**src/rtl/ex_stage.sv**
```systemverilog
// ---------------------------------------------------------------------------
// ex_stage -- execute stage of the pipelined MIPS-style core.
//
// Computes the ALU result for the instruction held in the ID/EX slot and
// registers it, together with the memory/write-back controls, into the
// EX/MEM outputs. Single-cycle operations complete in one clock; MUL runs a
// 32-iteration shift-add sequence and stalls upstream while it does so.
//
// Ports
//   clk, rst_n              clock, asynchronous active-low reset
//   validI, flushI          slot holds a real instruction / squash it
//   regDstI .. regWriteI    decoded single-bit controls
//   aluOpI                  ALU operation code
//   instruccionSiguienteI   PC+4 of the instruction (branch base)
//   readData1I/readData2I   register operands A and rt value
//   signExtendI             sign-extended immediate
//   jumpDirI                jump target, passed through
//   rtI, rdI                destination register candidates
//   stallO                  upstream must hold its inputs while high
//   validO .. zeroO         registered EX/MEM controls and zero flag
//   aluResultO, writeDataO, branchTargetO, jumpDirO, writeRegO
//                           registered EX/MEM data
// ---------------------------------------------------------------------------
module ex_stage #(
    parameter int W = 32
) (
    input  logic         clk,
    input  logic         rst_n,
    input  logic         validI,
    input  logic         flushI,
    input  logic         regDstI,
    input  logic         jumpI,
    input  logic         branchI,
    input  logic         memReadI,
    input  logic         memToRegI,
    input  logic         memWriteI,
    input  logic         aluSrcI,
    input  logic         regWriteI,
    input  logic [3:0]   aluOpI,
    input  logic [W-1:0] instruccionSiguienteI,
    input  logic [W-1:0] readData1I,
    input  logic [W-1:0] readData2I,
    input  logic [W-1:0] signExtendI,
    input  logic [W-1:0] jumpDirI,
    input  logic [4:0]   rtI,
    input  logic [4:0]   rdI,
    output logic         stallO,
    output logic         validO,
    output logic         memReadO,
    output logic         memWriteO,
    output logic         memToRegO,
    output logic         regWriteO,
    output logic         jumpO,
    output logic         pcSrcO,
    output logic         zeroO,
    output logic [W-1:0] aluResultO,
    output logic [W-1:0] writeDataO,
    output logic [W-1:0] branchTargetO,
    output logic [W-1:0] jumpDirO,
    output logic [4:0]   writeRegO
);

    localparam logic [3:0] OP_AND = 4'b0000;
    localparam logic [3:0] OP_OR  = 4'b0001;
    localparam logic [3:0] OP_ADD = 4'b0010;
    localparam logic [3:0] OP_SUB = 4'b0110;
    localparam logic [3:0] OP_SLT = 4'b0111;
    localparam logic [3:0] OP_NOR = 4'b1100;
    localparam logic [3:0] OP_MUL = 4'b1000;

    localparam logic [0:0] IDLE = 1'b0;
    localparam logic [0:0] MUL  = 1'b1;

    localparam int               CNT_W     = $clog2(W);
    localparam logic [CNT_W-1:0] LAST_ITER = CNT_W'(W - 1);

    // Single-cycle ALU. MUL is not handled here; it goes through the FSM.
    function automatic logic [W-1:0] aluCompute(input logic [3:0]   op,
                                                input logic [W-1:0] a,
                                                input logic [W-1:0] b);
        logic signed [W-1:0] sa;
        logic signed [W-1:0] sb;
        sa = $signed(a);
        sb = $signed(b);
        case (op)
            OP_AND:  return a & b;
            OP_OR:   return a | b;
            OP_ADD:  return a + b;
            OP_SUB:  return a - b;
            OP_SLT:  return (sa < sb) ? W'(1) : '0;
            OP_NOR:  return ~(a | b);
            default: return '0;
        endcase
    endfunction

    logic [0:0]       state;
    logic [CNT_W-1:0] cnt;
    logic [W-1:0]     mulA;
    logic [W-1:0]     mulB;
    logic [W-1:0]     acc;

    // Copies of the MUL instruction's side-band fields; upstream has already
    // moved on once stallO rises, so the ports cannot be used at completion.
    logic             mulMemRead;
    logic             mulMemWrite;
    logic             mulMemToReg;
    logic             mulRegWrite;
    logic             mulJump;
    logic             mulBranch;
    logic [4:0]       mulWriteReg;
    logic [W-1:0]     mulWriteData;
    logic [W-1:0]     mulBranchTarget;
    logic [W-1:0]     mulJumpDir;

    logic [W-1:0]     opB;
    logic             accept;
    logic             isMul;
    logic [W-1:0]     aluNow;
    logic [W-1:0]     targetNow;
    logic [4:0]       writeRegNow;
    logic [W-1:0]     partial;
    logic [W-1:0]     accNext;

    assign opB         = aluSrcI ? signExtendI : readData2I;
    assign accept      = validI && !flushI;
    assign isMul       = (aluOpI == OP_MUL);
    assign aluNow      = aluCompute(aluOpI, readData1I, opB);
    assign targetNow   = instruccionSiguienteI + (signExtendI << 2);
    assign writeRegNow = regDstI ? rdI : rtI;

    // One shift-add step: bit cnt of the multiplier selects A shifted by cnt.
    assign partial = mulB[cnt] ? (mulA << cnt) : '0;
    assign accNext = acc + partial;

    always_ff @(posedge clk or negedge rst_n) begin
        if (!rst_n) begin
            state           <= IDLE;
            cnt             <= '0;
            acc             <= '0;
            mulA            <= '0;
            mulB            <= '0;
            mulMemRead      <= 1'b0;
            mulMemWrite     <= 1'b0;
            mulMemToReg     <= 1'b0;
            mulRegWrite     <= 1'b0;
            mulJump         <= 1'b0;
            mulBranch       <= 1'b0;
            mulWriteReg     <= '0;
            mulWriteData    <= '0;
            mulBranchTarget <= '0;
            mulJumpDir      <= '0;
            stallO          <= 1'b0;
            validO          <= 1'b0;
            memReadO        <= 1'b0;
            memWriteO       <= 1'b0;
            memToRegO       <= 1'b0;
            regWriteO       <= 1'b0;
            jumpO           <= 1'b0;
            pcSrcO          <= 1'b0;
            zeroO           <= 1'b0;
            aluResultO      <= '0;
            writeDataO      <= '0;
            branchTargetO   <= '0;
            jumpDirO        <= '0;
            writeRegO       <= '0;
        end else begin
            // Bubble by default: side-effecting controls drop, data holds.
            validO    <= 1'b0;
            memReadO  <= 1'b0;
            memWriteO <= 1'b0;
            regWriteO <= 1'b0;
            jumpO     <= 1'b0;
            pcSrcO    <= 1'b0;
            case (state)
                IDLE: begin
                    if (accept && !isMul) begin
                        validO        <= 1'b1;
                        memReadO      <= memReadI;
                        memWriteO     <= memWriteI;
                        memToRegO     <= memToRegI;
                        regWriteO     <= regWriteI;
                        jumpO         <= jumpI;
                        pcSrcO        <= branchI && (aluNow == '0);
                        zeroO         <= (aluNow == '0);
                        aluResultO    <= aluNow;
                        writeDataO    <= readData2I;
                        branchTargetO <= targetNow;
                        jumpDirO      <= jumpDirI;
                        writeRegO     <= writeRegNow;
                    end else if (accept) begin
                        mulA            <= readData1I;
                        mulB            <= opB;
                        acc             <= '0;
                        cnt             <= '0;
                        mulMemRead      <= memReadI;
                        mulMemWrite     <= memWriteI;
                        mulMemToReg     <= memToRegI;
                        mulRegWrite     <= regWriteI;
                        mulJump         <= jumpI;
                        mulBranch       <= branchI;
                        mulWriteReg     <= writeRegNow;
                        mulWriteData    <= readData2I;
                        mulBranchTarget <= targetNow;
                        mulJumpDir      <= jumpDirI;
                        stallO          <= 1'b1;
                        state           <= MUL;
                    end
                end
                MUL: begin
                    if (flushI) begin
                        stallO <= 1'b0;
                        state  <= IDLE;
                    end else if (cnt == LAST_ITER) begin
                        // Final iteration folds straight into the output.
                        validO        <= 1'b1;
                        memReadO      <= mulMemRead;
                        memWriteO     <= mulMemWrite;
                        memToRegO     <= mulMemToReg;
                        regWriteO     <= mulRegWrite;
                        jumpO         <= mulJump;
                        pcSrcO        <= mulBranch && (accNext == '0);
                        zeroO         <= (accNext == '0);
                        aluResultO    <= accNext;
                        writeDataO    <= mulWriteData;
                        branchTargetO <= mulBranchTarget;
                        jumpDirO      <= mulJumpDir;
                        writeRegO     <= mulWriteReg;
                        stallO        <= 1'b0;
                        state         <= IDLE;
                    end else begin
                        acc <= accNext;
                        cnt <= cnt + 1'b1;
                    end
                end
                default: begin
                    stallO <= 1'b0;
                    state  <= IDLE;
                end
            endcase
        end
    end

endmodule

```
**config.mk**
```make
export PLATFORM = sky130hd
export DESIGN_NAME = ex_stage
export DESIGN_NICKNAME = d
export VERILOG_FILES = /design/src/rtl/ex_stage.sv
export SDC_FILE = /design/constraint.sdc
export NUM_CORES = 1
export LEC_CHECK = 0
export ABC_CLOCK_PERIOD_IN_PS = 10200
export BUFFER_PORTS_ARGS = -buffer_cell sky130_fd_sc_hd__buf_2
export CAP_MARGIN = 20
export CORE_MARGIN = 2
export CORE_UTILIZATION = 40
export CTS_CLUSTER_SIZE = 14
export DETAILED_ROUTE_END_ITERATION = 10
export SETUP_SLACK_MARGIN = 0.5
export SYNTH_ARGS = -nofsm -noshare
export SYNTH_HDL_FRONTEND = slang
export SYNTH_SLANG_ARGS = --single-unit
```
**constraint.sdc**
```tcl
create_clock -name clk -period 10.2 [get_ports clk]
set_input_delay 0.51 -clock clk [delete_from_list [all_inputs] [get_ports clk]]
set_output_delay 0.51 -clock clk [all_outputs]
set_load 0.02 [all_outputs]
```
==> results of run 1 <==
==> metal layers <==
| metal | up-vias | global-route usage | part of all wire |
|---|---|---|---|
| met5 | - | 0 | 0.00066 |
| met4 | 10 | 0.111 | 0.043 |
| met3 | 164 | 0.0490 | 0.075 |
| met2 | 877 | 0.414 | 0.44 |
| met1 | 11262 | 0.389 | 0.44 |
| li1 | 11236 | - | - |
==> power groups by stage <==
stage | Combinational, mW | Sequential (mW) | Clock, mW
floorplan | 1.03 | 1.92 | 0
global placement | 1.73 | 1.82 | 0
detailed placement | 1.74 | 1.83 | 0
CTS | 1.74 | 1.81 | 1.48
global route | 1.92 | 1.84 | 1.55
finish | 1.76 | 1.81 | 1.47
==> synthesized netlist by cell type (36+ instances only) <==
| library cell | instances | area share |
|---|---|---|
| a211oi_1 | 36 | 0.011 |
| a21o_1 | 40 | 0.012 |
| a21oi_1 | 172 | 0.034 |
| a31oi_1 | 41 | 0.010 |
| clkbuf_1 | 149 | 0.022 |
| dfrtp_1 | 351 | 0.35 |
| ha_1 | 170 | 0.084 |
| inv_1 | 129 | 0.019 |
| mux2i_1 | 157 | 0.062 |
| nand2_1 | 600 | 0.089 |
| nor2_1 | 195 | 0.029 |
| o21ai_0 | 277 | 0.055 |
| xnor2_1 | 49 | 0.017 |
==> state kept, by name (all words and copies together) (netlist names), 5 cells and up <==
register,cells
mulWriteReg,5
jumpDirO,32
cnt,5
mulB,32
acc,32
writeRegO,5
mulBranchTarget,32
writeDataO,32
mulA,32
mulWriteData,32
mulJumpDir,32
branchTargetO,32
aluResultO,32
==> metrics by stage <==
step	worst slack (ns)	utilization	total power [mW]
6_report	2.76	0.463	5.04
5_1_grt	2.43	0.463	5.31
4_1_cts	2.81	0.463	5.04
3_5_place_dp	2.87	0.442	3.57
3_3_place_gp	2.87	0.442	3.56
2_1_floorplan	2.75	-	2.94
==> area by class of cell <==
| class | instances | share of cell area |
|---|---|---|
| clock buffers | 55 | 0.0385 |
| flip-flops and latches | 351 | 0.303 |
| multi-input cells | 2362 | 0.527 |
| well taps | 846 | 0.0365 |
| clock inverters | 17 | 0.00672 |
| inverters | 130 | 0.0169 |
| repair buffers | 380 | 0.0709 |
| diodes | 5 | 0.000431 |
==> logic make-up (layout without fill, tap and decap cells) <==
group | Yosys count | count (layout) | share of synthesized area
flip-flops | 351 | 351 | 0.348
XOR/XNOR | 77 | 77 | 0.0267
AO/OA/AOI/OAI | 861 | 861 | 0.217
adder cells (fa/ha/maj) | 174 | 174 | 0.0875
multiplexers | 199 | 199 | 0.0926
AND/OR/NAND/NOR | 1051 | 1051 | 0.181
other | 0 | 5 | 0
buffers and inverters | 313 | 582 | 0.0467
==> final timing paths <==
path                                          start  slack, ns            endpoint
max reg2reg                                  cnt[0]       2.76               zeroO
min in group clk           instruccionSiguienteI[1]       0.16  mulBranchTarget[1]
max in group asynchronous                     rst_n       8.70      writeDataO[14]
max                                          cnt[0]       2.76               zeroO
min reg2reg                      mulBranchTarget[6]       0.47  mulBranchTarget[6]
min                                           rst_n      -0.02      mulJumpDir[10]
==> critical path, stage by stage, from the launching register on <==
cell      delay, ns
dfrtp_2        0.34
buf_4          0.58
mux4_2         0.59
o211ai_1       0.65
nand2b_1       0.25
nor3b_1        0.07
ha_1           0.24
fa_1           0.45
a211oi_2       0.31
o21ai_1        0.15
and2_2         0.20
xor2_1         0.16
or4_1          0.52
or3_1          0.38
or4_1          0.53
or4_1          0.55
or4_1          0.54
or4_1          0.56
o21ai_1        0.14
o22a_1         0.13
==> flow_summary_export.csv, run 1 <==
group,metric,value,unit
cts,cts_max_level,2,
cts,post-cts-setup-buffers,0,
route,routed_via_density,5.68,
route,drt_iter0_drc,2054,
route,wl_per_cell,22.0,um
power,p_int,3.14,mW
sta,setup_viol,0,
yosys,async_flop_share,1.00,
sta,finalCritPeriodShare,0.730,
critical_path,crit_fanout,50,
route,vias,23549,
route,dr.pass1.iters,6,
route,finalWirelength,91300,um
cts,cts_max_path_buffers,3,
finish,final_nets,3624,
cts,clk_latency,0.57,ns
power,pwr-share-seq,0.360,
flow_run,maxCapViolCount,0,
cts,cts_hold_buf,0,
sta,skew,0.0347,ns
sta,tightest_slew,1.28,ns
yosys,postSynthCellCount,3026,
floorplan,io_pins,328,
critical_path,critical_path_class,"flop to flop",
global_routing,antenna_found_initial,7,
run_status,violations,"negative hold slack",
finish,fin_area,29000,um2
power,p_switching,1.90,mW
cts,cts_tree,"yes",
sta,worst_hold_slack,-0.0180,ns
power,power.density,173,nW/um2
power,p_comb_frac,0.349,
yosys,synth-seq-cells,351,
sta,fin_setup_tns,0,ns
cts,cts.sinks,351,
placement,portBuffers,327,
power,pwr-share-clk,0.292,
global_routing,grt.overflow.total,0,
finish,layout_commonest_cell,"nand2_1",
floorplan,die_area,65100,um2
global_routing,track_usage,0.275,
sta,clock.fmax,134,MHz
yosys,yosys_warnings,0,
critical_path,cp.required,10.68,ns
cts,cts_buffers,39,
floorplan,die_h,255,um
sta,rsz0062_at_grt,"no",
critical_path,worst-r2r-cell-count,19,
floorplan,fp.dieW,255,um
floorplan,core-area,62700,um2
placement,postPlaceCellArea,27700,um2
power,p_leak,13.7,nW
power,ir_worst_vdd,0.000140,V
yosys,syn-num-nets,3386,
sta,hold_viol_final,18,
route,detail-route-antenna-nets,0,
critical_path,cp-end-kind,"flop",
cts,cts-resized-gates,0,
finish,register_area,8790,um2
finish,areaGrowthSynthToFinish,15.0,%
finish,final_cell_mix,"599 x nand2_1, 347 x dfrtp_1, 326 x buf_2, 277 x o21ai_0, 192 x nor2_1",
finish,layout-drive-gt1-share,0.162,
run_status,status,"finished with violations",
hold_path,holdCritPathClass,"input port to asynchronous set/reset pin",
critical_path,cp.arrival,7.93,ns
finish,final.fill_count,6216,
yosys,synth_edf_count,0,
global_routing,grt_pass1_vias,21899,
placement,finalWeightedCongestion,0.945,
sta,drv_slew,0,
route,remaining_drc_errors,0,
global_routing,grt_max_degree,154,
placement,place_inst,4069,
global_routing,grt_pass1_wl,137000,um
sta,fin_crit,7.44,ns
floorplan,num_rows,92,
sta,slew_headroom,0.137,
cts,clock-root-buffer,"clkbuf_16",
floorplan,start_util,0.402,
finish,multi_input_area,15300,um2
power,swShare,0.377,
yosys,ys_types,81,
critical_path,start_kind,"flop",
finish,final_cells,4146,
placement,hpwl,69800,um
yosys,syn_avg_cell_area,8.34,um2
cts,clk_pin_slew,0.06,ns
yosys,seq_area_frac_synth,0.348,
yosys,synth_area,25200,um2
yosys,dominantRegCellSynth,"dfrtp_1",
No activity file was read; power rests on OpenSTA's default activity.
==> run 2, diff against run 1 <==
Settings changed: ABC_CLOCK_PERIOD_IN_PS 10200 to 6600.
Clock period 10.2 ns to 6.6 ns, I/O delays scaled along.
==> run 2 against run 1 <==
Against the previous run: the run now ends clean; largest power group is now combinational logic; critical path type unchanged; combinational power increased by 63%; design area increased by 3.8%; flip-flop and latch count unchanged; power increased by 59%; sequential power increased by 54%.
==> flow_summary_export.csv, run 2 (synthesized netlist as in run 1, its figures left out) <==
group,metric,value,unit
sta,finalCritPeriodShare,0.901,
floorplan,die_h,255,um
sta,setup_viol,0,
sta,hold_viol_final,0,
power,p_leak,14.3,nW
route,remaining_drc_errors,0,
finish,layout_commonest_cell,"nand2_1",
critical_path,rr_startpoint,"cnt[0]",
cts,cts_max_level,2,
route,finalWirelength,94100,um
route,routed_via_density,5.65,
critical_path,cp.required,7.10,ns
global_routing,antenna_found_initial,10,
hold_path,holdCritPathClass,"input port to flop",
floorplan,core-area,62700,um2
sta,fin_crit,5.95,ns
placement,portBuffers,327,
finish,fin_area,30100,um2
cts,cts.sinks,351,
global_routing,track_usage,0.283,
floorplan,num_rows,92,
global_routing,grt_pass1_wl,141000,um
sta,fin_setup_tns,0,ns
power,power,7.98,mW
finish,areaGrowthSynthToFinish,19.4,%
critical_path,crit_fanout,4,
route,drt_iter0_drc,2198,
sta,rsz0062_at_grt,"no",
sta,drv_slew,0,
critical_path,critical_path_class,"flop to flop",
global_routing,grt_pass1_vias,22464,
flow_run,maxCapViolCount,0,
floorplan,die_area,65100,um2
cts,clk_pin_slew,0.06,ns
finish,final_cell_mix,"599 x nand2_1, 347 x dfrtp_1, 327 x buf_2, 276 x o21ai_0, 192 x nor2_1",
sta,skew,0.0206,ns
cts,cts_tree,"yes",
global_routing,grt.overflow.total,0,
sta,tightest_slew,1.07,ns
route,detail-route-antenna-nets,0,
cts,cts_buffers,39,
global_routing,grt_max_degree,191,
route,vias,23984,
run_status,status,"completed",
cts,clk_latency,0.58,ns
hold_path,min_from,"readData2I[0]",
cts,clock-root-buffer,"clkbuf_16",
finish,layout-drive-gt1-share,0.173,
placement,postPlaceCellArea,27900,um2
sta,worst_hold_slack,0.0339,ns
critical_path,startpoint,"cnt[0]",
critical_path,cp.arrival,6.45,ns
critical_path,start_kind,"flop",
route,wl_per_cell,22.2,um
route,dr.pass1.iters,5,
sta,clock.fmax,168,MHz
power,ir_worst_vdd,0.000231,V
placement,hpwl,71700,um
floorplan,start_util,0.402,
floorplan,io_pins,328,
power,power.density,265,nW/um2
finish,final.fill_count,6148,
cts,cts_max_path_buffers,3,
placement,finalWeightedCongestion,0.982,
sta,slew_headroom,0.265,
critical_path,cp-end-kind,"flop",
floorplan,fp.dieW,255,um
finish,final_nets,3727,
==> run 2: cell count changes in the layout (fill, tap and decap cells not counted), moves of 4 or more <==
cell           delta
mux2i_2           +4
buf_4            +30
or4_1             -4
or4_4             +4
mux2i_1           -4
dlygate4sd3_1    +67
==> run 2: final timing paths <==
check | to | cells past startpoint | slack (ns)
worst min-delay path | mulWriteData[0] | 3 | 0.03
worst max register to register | zeroO | 19 | 0.65
worst min register to register | aluResultO[25] | 2 | 0.47
min in group asynchronous | aluResultO[18] | 2 | 0.33
max in group asynchronous | cnt[1] | 3 | 4.95
worst max-delay path | zeroO | 19 | 0.65
==> run 2: layout make-up <==
cell class                      instances  area, um2  area share
Multi-Input combinational cell       2362      15400       0.511
Clock buffer                           54       1090      0.0362
Antenna cell                            3       7.51    0.000249
Inverter                              130        489      0.0162
Clock inverter                         16        233     0.00772
Tap cell                              846       1060      0.0351
Sequential cell                       351       8790       0.292
Timing Repair Buffer                  483       3070       0.102
==> run 2: per-stage QoR <==
step                      instances  setup WS [ns]   util
after global placement         4098          0.214  0.445
after CTS                      4238          0.508  0.479
final                          4245          0.653  0.480
after detailed placement       4098          0.216  0.445
after global routing           4242          0.480  0.480
after floorplan                3026          0.511      -
==> run 2: repair_timing <==
item	in CTS	in global routing
setup endpoints to repair	2	2
setup buffers	2	2
gates resized for setup	13	12
gates cloned	1	1
hold buffers	67	0
hold endpoints to repair	139	0
pin swaps	4	13
==> run 2: power breakdown <==
part | switching (mW) | total [mW] | leakage [nW] | internal, mW
clock network | 0.955 | 2.32 | 0.647 | 1.36
logic | 1.79 | 2.87 | 9.16 | 1.09
registers | 0.247 | 2.79 | 4.45 | 2.55
total | 2.99 | 7.98 | 14.3 | 4.99
==> run 2: worst max-delay path: stages, from the launching register on <==
cell and delay, ns:
dfrtp_2 0.42, mux4_2 0.51, o211ai_1 0.17, buf_4 0.16, nand2b_4 0.14, nor3b_2 0.05
ha_2 0.20, fa_2 0.40, a211oi_4 0.30, o21ai_2 0.11, a41oi_2 0.20, xnor2_2 0.11
or4_1 0.52, or3_1 0.35, or4_4 0.52, or4_4 0.45, or4_4 0.42, or4_4 0.55
o21ai_2 0.13, o22a_1 0.13
==> run 2: metal layers <==
layer  global-route usage  routed length, um  up-vias
li1                     -                  -    11431
met1                0.389              40900    11475
met2                0.441              42300      874
met3               0.0469               6300      190
met4                0.121               4570       14
met5                    0                 92        -
